===== src/rtl/dmem_arbiter.sv =====
// Two-requester arbiter in front of a single-port data memory.
// Round-robin on ties, optional lock for back-to-back ownership, registered completions.
module dmem_arbiter #(
  parameter int DEPTH = 64,
  parameter int AW    = 32
) (
  input  logic          clk,
  input  logic          rst_n,

  input  logic          m0_req,
  input  logic          m0_we,
  input  logic          m0_lock,
  input  logic [AW-1:0] m0_addr,
  input  logic [31:0]   m0_wdata,
  output logic          m0_gnt,
  output logic          m0_rvalid,
  output logic [31:0]   m0_rdata,
  output logic          m0_err,

  input  logic          m1_req,
  input  logic          m1_we,
  input  logic          m1_lock,
  input  logic [AW-1:0] m1_addr,
  input  logic [31:0]   m1_wdata,
  output logic          m1_gnt,
  output logic          m1_rvalid,
  output logic [31:0]   m1_rdata,
  output logic          m1_err,

  output logic          mem_w_en,
  output logic [31:0]   mem_w_addr,
  output logic [31:0]   mem_w_data,
  input  logic [31:0]   mem_r_data
);

  localparam logic [1:0] ST_ARB  = 2'd0;
  localparam logic [1:0] ST_OWN0 = 2'd1;
  localparam logic [1:0] ST_OWN1 = 2'd2;

  localparam logic [AW:0] DEPTH_L = (AW+1)'(DEPTH);

  // Misaligned or beyond the last word of the memory.
  function automatic logic addr_err(input logic [AW-1:0] a);
    logic [AW:0] widx;
    widx = {3'b000, a[AW-1:2]};
    return (a[1:0] != 2'b00) || (widx >= DEPTH_L);
  endfunction

  logic [1:0]  state_q, state_d;
  logic        rr_q, rr_d;
  logic        gnt0, gnt1, any_gnt;
  logic [AW-1:0] sel_addr;
  logic        sel_we;
  logic [31:0] sel_wdata;
  logic        sel_err;
  logic [31:0] cpl_rdata;

  logic        rvalid0_q, rvalid1_q;
  logic [31:0] rdata0_q, rdata0_d, rdata1_q, rdata1_d;
  logic        err0_q, err0_d, err1_q, err1_d;

  // rr_q=1 means m1 was granted most recently, so m0 wins the next tie.
  always_comb begin
    gnt0 = 1'b0;
    gnt1 = 1'b0;
    if (rst_n) begin
      case (state_q)
        ST_OWN0: gnt0 = m0_req;
        ST_OWN1: gnt1 = m1_req;
        default: begin
          if (m0_req && m1_req) begin
            gnt0 = rr_q;
            gnt1 = !rr_q;
          end else begin
            gnt0 = m0_req;
            gnt1 = m1_req;
          end
        end
      endcase
    end
  end

  always_comb begin
    state_d = state_q;
    case (state_q)
      ST_OWN0: if (!m0_req || !m0_lock) state_d = ST_ARB;
      ST_OWN1: if (!m1_req || !m1_lock) state_d = ST_ARB;
      default: begin
        if (gnt0 && m0_lock)      state_d = ST_OWN0;
        else if (gnt1 && m1_lock) state_d = ST_OWN1;
        else                      state_d = ST_ARB;
      end
    endcase
  end

  always_comb begin
    rr_d = rr_q;
    if (gnt1)      rr_d = 1'b1;
    else if (gnt0) rr_d = 1'b0;
  end

  assign any_gnt   = gnt0 | gnt1;
  assign sel_addr  = gnt1 ? m1_addr  : m0_addr;
  assign sel_we    = gnt1 ? m1_we    : m0_we;
  assign sel_wdata = gnt1 ? m1_wdata : m0_wdata;
  assign sel_err   = addr_err(sel_addr);

  assign mem_w_en   = any_gnt && sel_we && !sel_err;
  assign mem_w_data = sel_wdata;
  assign cpl_rdata  = (!sel_we && !sel_err) ? mem_r_data : 32'd0;

  generate
    if (AW >= 32) begin : g_addr_trunc
      assign mem_w_addr = sel_addr[31:0];
    end else begin : g_addr_ext
      assign mem_w_addr = {{(32-AW){1'b0}}, sel_addr};
    end
  endgenerate

  always_comb begin
    rdata0_d = rdata0_q;
    err0_d   = err0_q;
    rdata1_d = rdata1_q;
    err1_d   = err1_q;
    if (gnt0) begin
      rdata0_d = cpl_rdata;
      err0_d   = sel_err;
    end
    if (gnt1) begin
      rdata1_d = cpl_rdata;
      err1_d   = sel_err;
    end
  end

  // Completion stage: one-cycle pulse after each grant, data/err held until the next one.
  always_ff @(posedge clk or negedge rst_n) begin
    if (!rst_n) begin
      state_q   <= ST_ARB;
      rr_q      <= 1'b1;
      rvalid0_q <= 1'b0;
      rvalid1_q <= 1'b0;
      rdata0_q  <= 32'd0;
      rdata1_q  <= 32'd0;
      err0_q    <= 1'b0;
      err1_q    <= 1'b0;
    end else begin
      state_q   <= state_d;
      rr_q      <= rr_d;
      rvalid0_q <= gnt0;
      rvalid1_q <= gnt1;
      rdata0_q  <= rdata0_d;
      rdata1_q  <= rdata1_d;
      err0_q    <= err0_d;
      err1_q    <= err1_d;
    end
  end

  assign m0_gnt    = gnt0;
  assign m1_gnt    = gnt1;
  assign m0_rvalid = rvalid0_q;
  assign m1_rvalid = rvalid1_q;
  assign m0_rdata  = rdata0_q;
  assign m1_rdata  = rdata1_q;
  assign m0_err    = err0_q;
  assign m1_err    = err1_q;

endmodule


===== config.mk =====
export PLATFORM = sky130hd
export DESIGN_NAME = dmem_arbiter
export DESIGN_NICKNAME = d
export VERILOG_FILES = /design/src/rtl/dmem_arbiter.sv
export SDC_FILE = /design/constraint.sdc
export NUM_CORES = 1
export LEC_CHECK = 0
export ABC_AREA = 0
export CORE_MARGIN = 5
export CORE_UTILIZATION = 32
export DETAILED_ROUTE_END_ITERATION = 10
export GPL_TIMING_DRIVEN = 0
export PLACE_DENSITY = 0.8
export SLEW_MARGIN = 40
export SYNTH_ARGS = -nofsm -noshare
export SYNTH_HDL_FRONTEND = slang
export SYNTH_SLANG_ARGS = --single-unit

===== constraint.sdc =====
create_clock -name clk -period 2 [get_ports clk]
set_input_delay 0.4 -clock clk [delete_from_list [all_inputs] [get_ports clk]]
set_output_delay 0.4 -clock clk [all_outputs]
set_load 0.02 [all_outputs]

# Word-level counts from Yosys, hierarchy flattened
# Cells that the tools add are included.
# totals
regBits	71
inputBits	168
out_inout_bits	135
wordCells	50
# op_classes
n_lt_le_gt_ge	1
n_eq_ne	4
mux	17
n_bitwise	1
reduce_logical	19
# op_table
operator	count
$mux 32	3
$ge 30x7->1 const B	1
$mux 2	4
$logic_not 1->1	7
$mux 1	7
$logic_and 1x1->1	6
$ne 2x2->1 const B	2
$pmux 1 s2	2
$pmux 2 s2	1
$reduce_bool 2->1	2
$logic_or 1x1->1	3
$eq 2x1->1 const B	1
$eq 2x2->1 const B	1
$reduce_and 2->1	1
$or 1x1->1	1

# Longest topological paths before layout
# depth
word_depth	10
depth_mapped	9
depth_no_buf	7

# Worst setup path before layout
# Ideal clock, no wire load.
# synth_path
path_type	register to output
startpoint	register state_q[0]
endpoint	output port mem_w_en
t_arrival_ps	1900
t_required_ps	1600
setup_slack_ps	-300
stages_incl_launch_ff	9
n_path_buf	1
path_cell_list	dfrtp_1 > inv_1 > ha_1 > o211ai_1 > or2_1 > buf_2 > inv_1 > nand2_1 > o22ai_1
# synth_between
elab_cells_between_ends	15
cone_classes	order compare: 1; eq/ne: 2; mux: 6; bitwise: 1; reduce/logical: 5
# synth_lines
element	line	rtl
start, declared	49	logic [1:0] state_q, state_d;
start signal, assigned	147	state_q <= state_d;
$eq 2x2->1 / $eq 2x1->1 (equally long branches)	67	case (state_q)
$pmux 1 s2 (*)	67	
$mux 1 (*)	66	if (rst_n) begin
named net m0_gnt	15	output logic m0_gnt,
$or 1x1->1 (*)	102	assign any_gnt = gnt0 | gnt1;
$logic_and 1x1->1 (*) (2 in a row)	108	assign mem_w_en = any_gnt && sel_we && !sel_err;
end, declared	30	output logic mem_w_en,
# The timed path passes the listed nets; every way through them passes the cells marked *.

# Final worst setup path
# layout_path
startpoint	register state_q[0]
endpoint	output port mem_w_addr[22]
# layout_between
elab_chain_cells	4
elab_cells_between_ends	5
cone_classes	eq/ne: 2; mux: 3
# layout_lines
element	line	rtl
$eq 2x2->1 / $eq 2x1->1 (equally long branches)	67	
$pmux 1 s2 (*)	67	
$mux 1 (*)	66	
$mux 32 (*)	103	assign sel_addr = gnt1 ? m1_addr : m0_addr;
end, declared	31	output logic [31:0] mem_w_addr,
# Every way passes the cells marked *; elsewhere a longest branch is shown, timed or not.

==> summary.txt <==
Worst Path Class, Setup: reg -> out
Core area: 13200 um2
Post-place setup slack: -1.31 ns
Total Neg Setup Slack: -35.21 ns
Layout overhead on the synthesized area: 110%
CTS tree: done
Largest net degree at the start of global routing: 54
HPWL Detailed: 15500 um
Arrival time worst endpoint: 2.04 ns
Crit share post-route: 122%
Number of H-tree branching levels: 3
Buffer cell driving the clock tree root: clkbuf_16
End-of-flow core utilization: 67.9%
Smallest hold slack: 0.0534 ns
Sequential area share after synthesis: 41.6%
Area contributors post-synth: dfrtp_1, nand2_1, a22o_1, o211ai_1, and3_1
Final global-route overflow total: 0
Flop pwr share: 29.3%
Fin worst setup slack: -0.445 ns
Leakage dissipation: 4.06 nW
Average routed wire per standard cell: 19.2 um
Peak supply drop: 0.000485 V
Switching part of the total power: 31.2%
Instance count of the mapped netlist: 558
Number of clock buffers inserted by TritonCTS: 9
Pwr Total: 5.03 mW
Commonest cells in the synthesized netlist: nand2_1, dfrtp_1, nand3_1, and3_1, o211ai_1
Detailed Route Iter0 Violations: 417
Netlist cell types: 30
Number of sinks handled by clock tree synthesis: 71
Failing checks: negative setup slack
Number of synthesized flops with an enable pin: 0
Cell Int Power: 3.46 mW
Hold Violations, Final: 0
Proportion of layout cells with a drive suffix above 1: 29.3%
Synth Cell Area: 4280 um2
Buffer and inverter count on the worst path: 5
Count leader, synth: nand2_1
Yosys Warn Count: 0
Post-CTS clock slew at the launch and capture registers of the worst setup and hold paths: 0.06 ns
Clk network pwr share: 34.8%
Combinational power share: 35.9%
Via count of the first global-routing pass: 5486
Per-cell via count in the routed design: 5.15
CP delay by family, top: buffers and inverters
Die boundary height: 126 um
DRC violations left: 0
DR vias: 5642
Overall global routing resource usage: 24.4%
Number of pins with negative max-slew slack in the final report: 0
Syn nets: 728
Kind of start point of the critical path: flop
Routed Antenna Nets: 0
Critical-path top delay cell: dfrtp_1
1st-pass router iterations: 5
Diodes inserted: 0
First-pass GRT wire length: 31000 um
Worst slew margin relative to its limit: 61.6%
I/O pins: 303
Highest clock rate: 0.409 GHz
Total power density per cell area: 561 nW/um2
Starting density of the core: 32.4%
Deepest clock path buffer count: 2
Actual slew at the worst max-slew pin: 0.577 ns
Die Outline Area: 15800 um2
Kind of end point of the critical path: output pin
Power spent charging and discharging nets: 1.57 mW
Later-pin clock latency in the skew report: 0.33 ns
Cell type with the highest aggregate area in the netlist: dfrtp_1
Fraction of post-synthesis cell area in the top cell type by area: 41.0%
Result of the run: finished, violations left
Number of buffers inserted by port buffering: 302
Number of antenna violations at the first check in global routing: 0
Synthesis-stage register bit count: 71
Worst path max stage delay: 0.40 ns
Standard-cell rows: 42
Critical path, cell by cell: inv_2 -> ha_4 -> o211a_4 -> nand2_8 -> inv_8 -> buf_12 -> buf_8 -> nand2_1 -> nand2_2 -> buf_6
Number of failing setup endpoints in the final timing report: 103
Overall die width: 126 um
Worst hold path type: in -> async
Proportion of synthesized flip-flops having asynchronous set or reset: 100%
Post-layout min period: 2.44 ns
RSZ-0062 raised after global routing: yes
Max-cap violation count: 0
DRT Wirelength: 21100 um
Biggest fanout along the worst timing path: 10
Clk_skew: 0.0118 ns
Gpl congestion: 0.917
Most used DFF post-synth: dfrtp_1
Required time of the worst setup path: 1.60 ns
Final-stage net count: 1084
Syn Area/Cell: 7.66 um2
sequential cells by signal, summed over array words and instances, names as in the netlist:
signal / count
m0_rdata: 32
m1_rdata: 32
state_q: 2
m0_err: 1
m0_rvalid: 1
m1_err: 1
m1_rvalid: 1
rr_q: 1
routing by layer:
layer / track usage (%) / wire length [um] / up-vias
met3: 5.84 / 1440 / 28
li1: - / - / 2673
met4: 5.68 / 364 / 0
met1: 30.8 / 8730 / 2705
met2: 42.4 / 10500 / 236
met5: 0 / 0 / -
placed cells by master (no fill, tap or decap), types with 7 or more instances in the layout:
cell type	n
buf_8	11
nand2_1	143
dfrtp_1	70
buf_2	10
clkbuf_16	15
nand3_1	34
nand2_4	12
dlygate4sd2_1	18
o211ai_1	33
nand4_1	32
nor4_1	7
clkbuf_1	18
buf_6	53
buf_4	54
nand2_2	74
clkdlybuf4s50_1	213
a22o_1	32
and3_1	34
power groups by stage:
stage / registers (mW) / logic (mW) / clock network [mW]
global placement: 1.50 / 1.53 / 0
CTS: 1.47 / 1.67 / 1.76
finish: 1.47 / 1.81 / 1.75
global route: 1.47 / 1.91 / 1.84
floorplan: 1.50 / 0.667 / 0
detailed placement: 1.50 / 1.55 / 0
through the flow:
step           std cells  area, um2
2_1_floorplan        558       4500
3_3_place_gp        1036       7750
3_5_place_dp        1037       7780
4_1_cts             1079       8560
5_1_grt             1095       8960
6_report            1095       8960
repair_timing:
| action | 4_1_cts | 5_1_grt |
|---|---|---|
| hold buffers | 1 | 0 |
| pin swaps | 18 | 49 |
| endpoints found under the setup margin | 128 | 131 |
| gates resized for setup | 463 | 63 |
| gates cloned | 2 | 5 |
| endpoints found under the hold margin | 20 | 0 |
| buffers inserted | 23 | 15 |
layout make-up:
class | instances | area [um2]
Buffer | 50 | 483
Clock buffer | 9 | 225
Fill cell | 1105 | 4230
Timing Repair Buffer | 347 | 3500
Multi-Input combinational cell | 430 | 2630
Sequential cell | 71 | 1780
Tap cell | 176 | 220
Clock inverter | 7 | 95.1
Inverter | 5 | 33.8
kinds of logic (layout without fill, tap and decap cells):
kind of cell / Yosys count / after routing / synth area share [%]
AND/OR/NAND/NOR: 357 / 357 / 37.9
AO/OA/AOI/OAI: 71 / 71 / 13.6
flip-flops: 71 / 71 / 41.6
buffers and inverters: 57 / 418 / 6.32
adder cells (fa/ha/maj): 2 / 2 / 0.585
final timing paths:
kind,start,end,slack (ns),cells past startpoint
setup / recovery,state_q[0],mem_w_addr[22],-0.44,10
hold / removal,rst_n,m0_rdata[9],0.05,2
setup reg to reg,state_q[1],m0_rdata[25],-0.42,13
hold reg to reg,m0_rdata[21],m0_rdata[21],0.49,2
max in group asynchronous,rst_n,m1_rdata[5],1.53,2
min in group clk,m0_rdata[21],m0_rdata[21],0.49,2
(Power assumes the default switching activity.)
